==> src/rtl/uart_tx_arbiter.sv <==
// uart_tx_arbiter: round-robin, packet-locked, burst-limited share of the UART TX write port
module uart_tx_arbiter #(
  parameter int NUM_REQ   = 4,
  parameter int DATA_W    = 8,
  parameter int MAX_BURST = 16,
  localparam int IW = NUM_REQ > 1 ? $clog2(NUM_REQ) : 1,
  localparam int CW = MAX_BURST > 1 ? $clog2(MAX_BURST) : 1
) (
  input  logic                      clk,
  input  logic                      reset,
  input  logic [NUM_REQ-1:0]        req_valid,
  input  logic [NUM_REQ*DATA_W-1:0] req_data,
  input  logic [NUM_REQ-1:0]        req_last,
  output logic [NUM_REQ-1:0]        req_ready,
  output logic                      wr_en,
  output logic [DATA_W-1:0]         d_in,
  input  logic                      tx_full,
  output logic                      grant_valid,
  output logic [IW-1:0]             grant_id
);
  typedef enum logic {IDLE, GRANT} state_e;
  state_e          state_q, state_d;
  logic [IW-1:0]   rr_q, rr_d, gid_q, gid_d, pick, j;
  logic [CW-1:0]   cnt_q, cnt_d;
  logic            found, xfer;
  // first valid requester scanning from rr_q; reverse loop so the smallest offset wins
  always_comb begin
    found = 1'b0;
    pick  = '0;
    j     = '0;
    for (int k = NUM_REQ - 1; k >= 0; k--) begin
      j = IW'((int'(rr_q) + k) % NUM_REQ);
      if (req_valid[j]) begin
        found = 1'b1;
        pick  = j;
      end
    end
  end
  // next state and write-side outputs; the owner keeps the lock until last byte or burst limit
  always_comb begin
    state_d   = state_q;
    rr_d      = rr_q;
    gid_d     = gid_q;
    cnt_d     = cnt_q;
    req_ready = '0;
    wr_en     = 1'b0;
    d_in      = '0;
    xfer      = (state_q == GRANT) && req_valid[gid_q] && !tx_full;
    if (state_q == IDLE) begin
      if (found) begin
        gid_d   = pick;
        cnt_d   = '0;
        state_d = GRANT;
      end
    end else begin
      req_ready[gid_q] = !tx_full;
      wr_en            = xfer;
      d_in             = xfer ? req_data[int'(gid_q)*DATA_W +: DATA_W] : '0;
      if (xfer) begin
        if (req_last[gid_q] || cnt_q == CW'(MAX_BURST - 1)) begin
          state_d = IDLE;
          rr_d    = gid_q == IW'(NUM_REQ - 1) ? '0 : gid_q + IW'(1);
        end else begin
          cnt_d = cnt_q + CW'(1);
        end
      end
    end
  end
  // state registers; async reset aborts any packet in flight
  always_ff @(posedge clk or negedge reset) begin
    if (!reset) begin
      state_q <= IDLE;
      rr_q    <= '0;
      gid_q   <= '0;
      cnt_q   <= '0;
    end else begin
      state_q <= state_d;
      rr_q    <= rr_d;
      gid_q   <= gid_d;
      cnt_q   <= cnt_d;
    end
  end
  assign grant_valid = state_q == GRANT;
  assign grant_id    = gid_q;
endmodule

==> config.mk <==
export PLATFORM = sky130hd
export DESIGN_NAME = uart_tx_arbiter
export DESIGN_NICKNAME = d
export VERILOG_FILES = /design/src/rtl/uart_tx_arbiter.sv
export SDC_FILE = /design/constraint.sdc
export NUM_CORES = 1
export LEC_CHECK = 0
export CORE_UTILIZATION = 39
export DETAILED_ROUTE_END_ITERATION = 8
export HOLD_SLACK_MARGIN = 0.03
export PLACE_DENSITY = 0.84
export SKIP_LAST_GASP = 1
export SYNTH_ARGS = -nofsm -noshare
export SYNTH_HDL_FRONTEND = slang
export SYNTH_SLANG_ARGS = --single-unit
==> constraint.sdc <==
create_clock -name clk -period 5.1 [get_ports clk]
set_clock_uncertainty 0.15 [all_clocks]
set_input_delay 1.275 -clock clk [delete_from_list [all_inputs] [get_ports clk]]
set_output_delay 1.275 -clock clk [all_outputs]
set_load 0.1 [all_outputs]
==> results of run 1 <==
==> worst max-delay path, stage by stage <==
cell             delay [ns]
clkdlybuf4s50_1        0.50
mux2_2                 0.33
a2bb2oi_2              0.56
nor2b_1                0.13
buf_4                  0.27
==> cell usage in the layout (no fill, tap or decap), types with 5 or more instances in the layout <==
cell	netlist	routed
clkdlybuf4s50_1	0	45
buf_4	0	13
nor2b_1	10	10
dfrtp_1	9	9
mux4_2	7	7
nand2_1	7	7
inv_1	5	5
nor2_1	5	5
ha_1	5	5
==> cell type report <==
cell class | instances | area (µm²)
Inverter | 5 | 18.8
Clock buffer | 4 | 26.3
Multi-Input combinational cell | 74 | 677
Sequential cell | 9 | 225
Tap cell | 28 | 35.0
Timing Repair Buffer | 58 | 548
Fill cell | 183 | 724
==> stage by stage <==
step	hold slack (ns)	cell area, µm²	setup slack [ns]
after floorplan	0.327	946	0.486
after global placement	0.343	1500	0.740
after CTS	0.370	1530	0.617
final	0.364	1530	0.612
after global routing	0.402	1530	0.508
after detailed placement	0.362	1500	0.618
==> layer usage <==
layer  GRT usage, %  up-vias
li1               -      467
met1           22.7      446
met2           37.5       50
met3           5.06        2
met4           6.76        0
met5              0        -
==> kinds of logic after synthesis <==
group	after synthesis	synth area share, %
multiplexers	15	28.8
flip-flops	9	23.8
AND/OR/NAND/NOR	35	20.4
adder cells (fa/ha/maj)	5	6.61
AO/OA/AOI/OAI	19	15.7
buffers and inverters	9	4.63
==> power groups by stage <==
stage | Clock [µW] | Sequential [µW] | Combinational [µW]
6_report | 53.3 | 167 | 622
5_1_grt | 60.8 | 178 | 655
4_1_cts | 55.8 | 169 | 625
3_5_place_dp | 0 | 171 | 623
2_1_floorplan | 0 | 206 | 451
3_3_place_gp | 0 | 169 | 615
==> sequential cells by signal (all words and copies together) (netlist names) <==
register and count:
grant_id 2, grant_valid 1, rr_q 2, cnt_q 4
==> worst max-delay path by stage <==
stage | from | to | slack, ns | depth (start not counted)
after global routing | req_valid[2] | d_in[2] | 0.51 | 5
after CTS | req_valid[2] | d_in[2] | 0.62 | 5
after global placement | req_valid[2] | d_in[3] | 0.74 | 5
after detailed placement | req_valid[2] | d_in[2] | 0.62 | 5
final | req_valid[2] | d_in[2] | 0.61 | 5
after floorplan | tx_full | d_in[0] | 0.49 | 4
==> results.tsv, run 1 <==
metric	value	unit
port_buffers	58	
drv_slew	0	
clkPwrFrac	6.3	%
cts_tree	built	
cts_root_buffer	clkbuf_4	
dp_hpwl	2130	µm
wl_met3	327	µm
top_layer_used	met4	
min_from	cnt_q[0]	
startpoint_type	input port	
p_int	343	µW
grt_pass1_wl	3950	µm
holdBufCountCts	0	
synth-edff-count	0	
irDropWorstVdd	427	µV
finalCritPeriodShare	88.0	%
switchingPower	500	µW
cts_buffer_depth	2	
m1WireLength	1010	µm
combPwrFrac	73.8	%
setup-violations-final	0	
core.rowCount	17	
cts_resized	0	
reg2reg_depth	4	
globalplace.congestion	0.749	
slew_headroom	35.6	%
wl_per_cell	14.8	µm
critical_path_class	input port to output port	
drt_pass1_iterations	4	
cp-end-kind	output port	
clkSinkCount	9	
hold_class	register to register	
routed_via_density	5.42	
synth_nets	140	
timing.fmax	223	MHz
synth_commonest_cells	nor2b_1, dfrtp_1, mux4_2, nand2_1	
cts_max_level	1	
synth.largest_area_cell	dfrtp_1	
ys_ff_latch	9	
cts.clk_slew.worst_paths	0.06	ns
grt_max_degree	19	
diodes	0	
seq_power_share	19.9	%
numCtsBuffers	3	
avgSynthCellArea	10.3	µm²
drive_gt1_share	18.0	%
start_util	42.0	%
grtUsageTotal	20.4	%
crit_required	3.67	ns
post-route-util	67.9	%
worst_pin_slew	0.963	ns
drc	0	
min_path_cells	1	
first_global_vias	905	
finalNonFillerCells	178	
yosys-top-cells-area	dfrtp_1, mux4_2, ha_1	
antenna_found_initial	0	
max_cap_violations	0	
fin_setup_tns	0	ns
dp_cells	174	
ys_warn_count	0	
synth_top_area_share	23.8	%
wl_met2	1280	µm
layout_min_cycle_time	4.49	ns
num-nets-final	199	
syn_inst	92	
synth-main-ff-cell	dfrtp_1	
synth_area	946	µm²
drt_iter0_markers	22	
holdPathEnd	cnt_q[0]	
via_count	965	
grt_setup_unrepaired	no	
post_cts_buffers	0	
ys_types	33	
hold_violations	0	
report.power.total	842	µW
drt-total-wl	2640	µm
synth-seq-area-share	23.8	%
power_leakage	0.000624	µW
outcome	completed	
grt_overflow	0	
critPathMaxFanout	16	
ioPinCount	59	
cp.arrival	3.06	ns
p_sw_share	59.3	%
async_flop_share	100	%
rr_startpoint	grant_id[1]	
rrSetupSlack	2.69	ns
die_area	2630	µm²
core_area	2250	µm²
antenna_left	0	
reg2reg_to	rr_q[1]	
clock_latency	0.25	ns
synth.most_common_cell	nor2b_1	
die_height	51.3	µm
die_x	51.3	µm
syn_to_final_growth	61.8	%
power_density	551	nW/µm²
No activity file was read; power rests on OpenSTA's default activity.
==> run 2, diff against run 1 <==
--- a/config.mk
+++ b/config.mk
@@ -8,7 +8,7 @@
 export CORE_UTILIZATION = 39
 export DETAILED_ROUTE_END_ITERATION = 8
 export HOLD_SLACK_MARGIN = 0.03
-export PLACE_DENSITY = 0.84
+export PLACE_DENSITY = 0.83
 export SKIP_LAST_GASP = 1
 export SYNTH_ARGS = -nofsm -noshare
 export SYNTH_HDL_FRONTEND = slang
==> run 2 against run 1 <==
Non-clock buffer count unchanged. Hold slack improved by 0.0025 ns. Critical path depth unchanged. Clock-buffer cell count unchanged. Utilization unchanged. Flip-flop and latch count unchanged. Largest cell class unchanged. Maximum frequency increased by 1.2%. Register-to-register slack about the same.
==> results.tsv, run 2 (same netlist as run 1, synthesis figures left out) <==
metric	value	unit
reg2reg_depth	4	
layout_min_cycle_time	4.43	ns
post_cts_buffers	0	
largest_register_ffs	4	
regArea	225	µm²
drv_slew	0	
slew_headroom	35.5	%
startpoint	req_valid[2]	
rrSetupSlack	2.68	ns
globalplace.congestion	0.806	
syn_to_final_growth	61.8	%
hold_violations	0	
max_cap_violations	0	
critical_path.slowest_cell	a2bb2oi_2	
routed_via_density	5.32	
ioPinCount	59	
cts_tree	built	
grtUsageTotal	19.1	%
cp-end-kind	output port	
antenna_found_initial	0	
timing.fmax	226	MHz
grt_overflow	0	
critical_path_class	input port to output port	
fin_setup_tns	0	ns
design_area	1530	µm²
drt-total-wl	2550	µm
critPathMaxFanout	16	
cp_top_family	buffers and inverters	
placed_cell_area	1500	µm²
mostFrequentLayoutCells	clkdlybuf4s50_1, buf_4, nor2b_1	
finalCritPeriodShare	87.0	%
cts_max_level	1	
clock_latency	0.26	ns
worst_pin_slew	0.964	ns
grt_setup_unrepaired	no	
diodes	0	
drt_pass1_iterations	4	
die_height	51.3	µm
cp.arrival	3.01	ns
holdBufCountCts	0	
first_global_vias	888	
port_buffers	58	
cts_root_buffer	clkbuf_4	
die_area	2630	µm²
cp_num_cells	5	
start_util	42.0	%
numCtsBuffers	3	
reg2reg_to	rr_q[1]	
core_area	2250	µm²
grt_pass1_wl	3770	µm
nFillCells	171	
path_cells	clkdlybuf4s50_1 -> mux2_2 -> a2bb2oi_2 -> nor2b_1 -> buf_4	
setup-violations-final	0	
cts_buffer_depth	2	
hold_class	register to register	
drive_gt1_share	18.0	%
clkSinkCount	9	
final_common_cell	clkdlybuf4s50_1	
cp-endpoint	d_in[5]	
dp_cells	174	
grt_max_degree	19	
dp_hpwl	2020	µm
cts_resized	0	
wl_per_cell	14.3	µm
drt_iter0_markers	11	
drc	0	
core.rowCount	17	
max_flop_register	cnt_q	
finalNonFillerCells	178	
power_leakage	0.000624	µW
startpoint_type	input port	
crit_required	3.67	ns
power_density	548	nW/µm²
rr_startpoint	grant_id[0]	
post-route-util	67.9	%
outcome	completed	
report.power.total	839	µW
num-nets-final	199	
via_count	947	
irDropWorstVdd	407	µV
cpPeakStageDelay	0.53	ns
die_x	51.3	µm
antenna_left	0	
multi_input_comb_area	677	µm²
cts.clk_slew.worst_paths	0.05	ns
crit_buf_inv	2	
run 2: area by class of cell:
cell class	count	area share, %
flip-flops and latches	9	14.7
inverters	5	1.23
well taps	28	2.29
clock buffers	4	1.72
multi-input cells	74	44.2
repair buffers	58	35.8
run 2: worst min-delay path by stage:
stage / depth (start not counted) / endpoint / startpoint / slack (ns)
6_report: 1 / cnt_q[0] / cnt_q[0] / 0.37
5_1_grt: 1 / cnt_q[0] / cnt_q[0] / 0.41
4_1_cts: 1 / cnt_q[0] / cnt_q[0] / 0.38
3_5_place_dp: 1 / cnt_q[0] / cnt_q[0] / 0.37
3_3_place_gp: 1 / cnt_q[0] / cnt_q[0] / 0.34
2_1_floorplan: 1 / cnt_q[0] / cnt_q[0] / 0.33
run 2: per-stage QoR:
| stage | setup slack, ns | hold WS, ns |
|---|---|---|
| after floorplan | 0.486 | 0.327 |
| after global placement | 0.748 | 0.343 |
| after detailed placement | 0.666 | 0.368 |
| after CTS | 0.655 | 0.376 |
| after global routing | 0.563 | 0.406 |
| final | 0.665 | 0.367 |
run 2: layer usage:
metal	vias up	routed length, µm	global-route usage (%)
met5	-	0	0
met4	0	15	6.76
met3	2	223	4.46
met2	40	1240	33.6
met1	440	1070	22.5
li1	465	-	-
run 2: power by group:
part,total [µW],internal (µW),switching [µW]
clock network,53.0,30.0,22.9
registers,168,96.7,71.0
logic,618,216,402
total,839,342,496
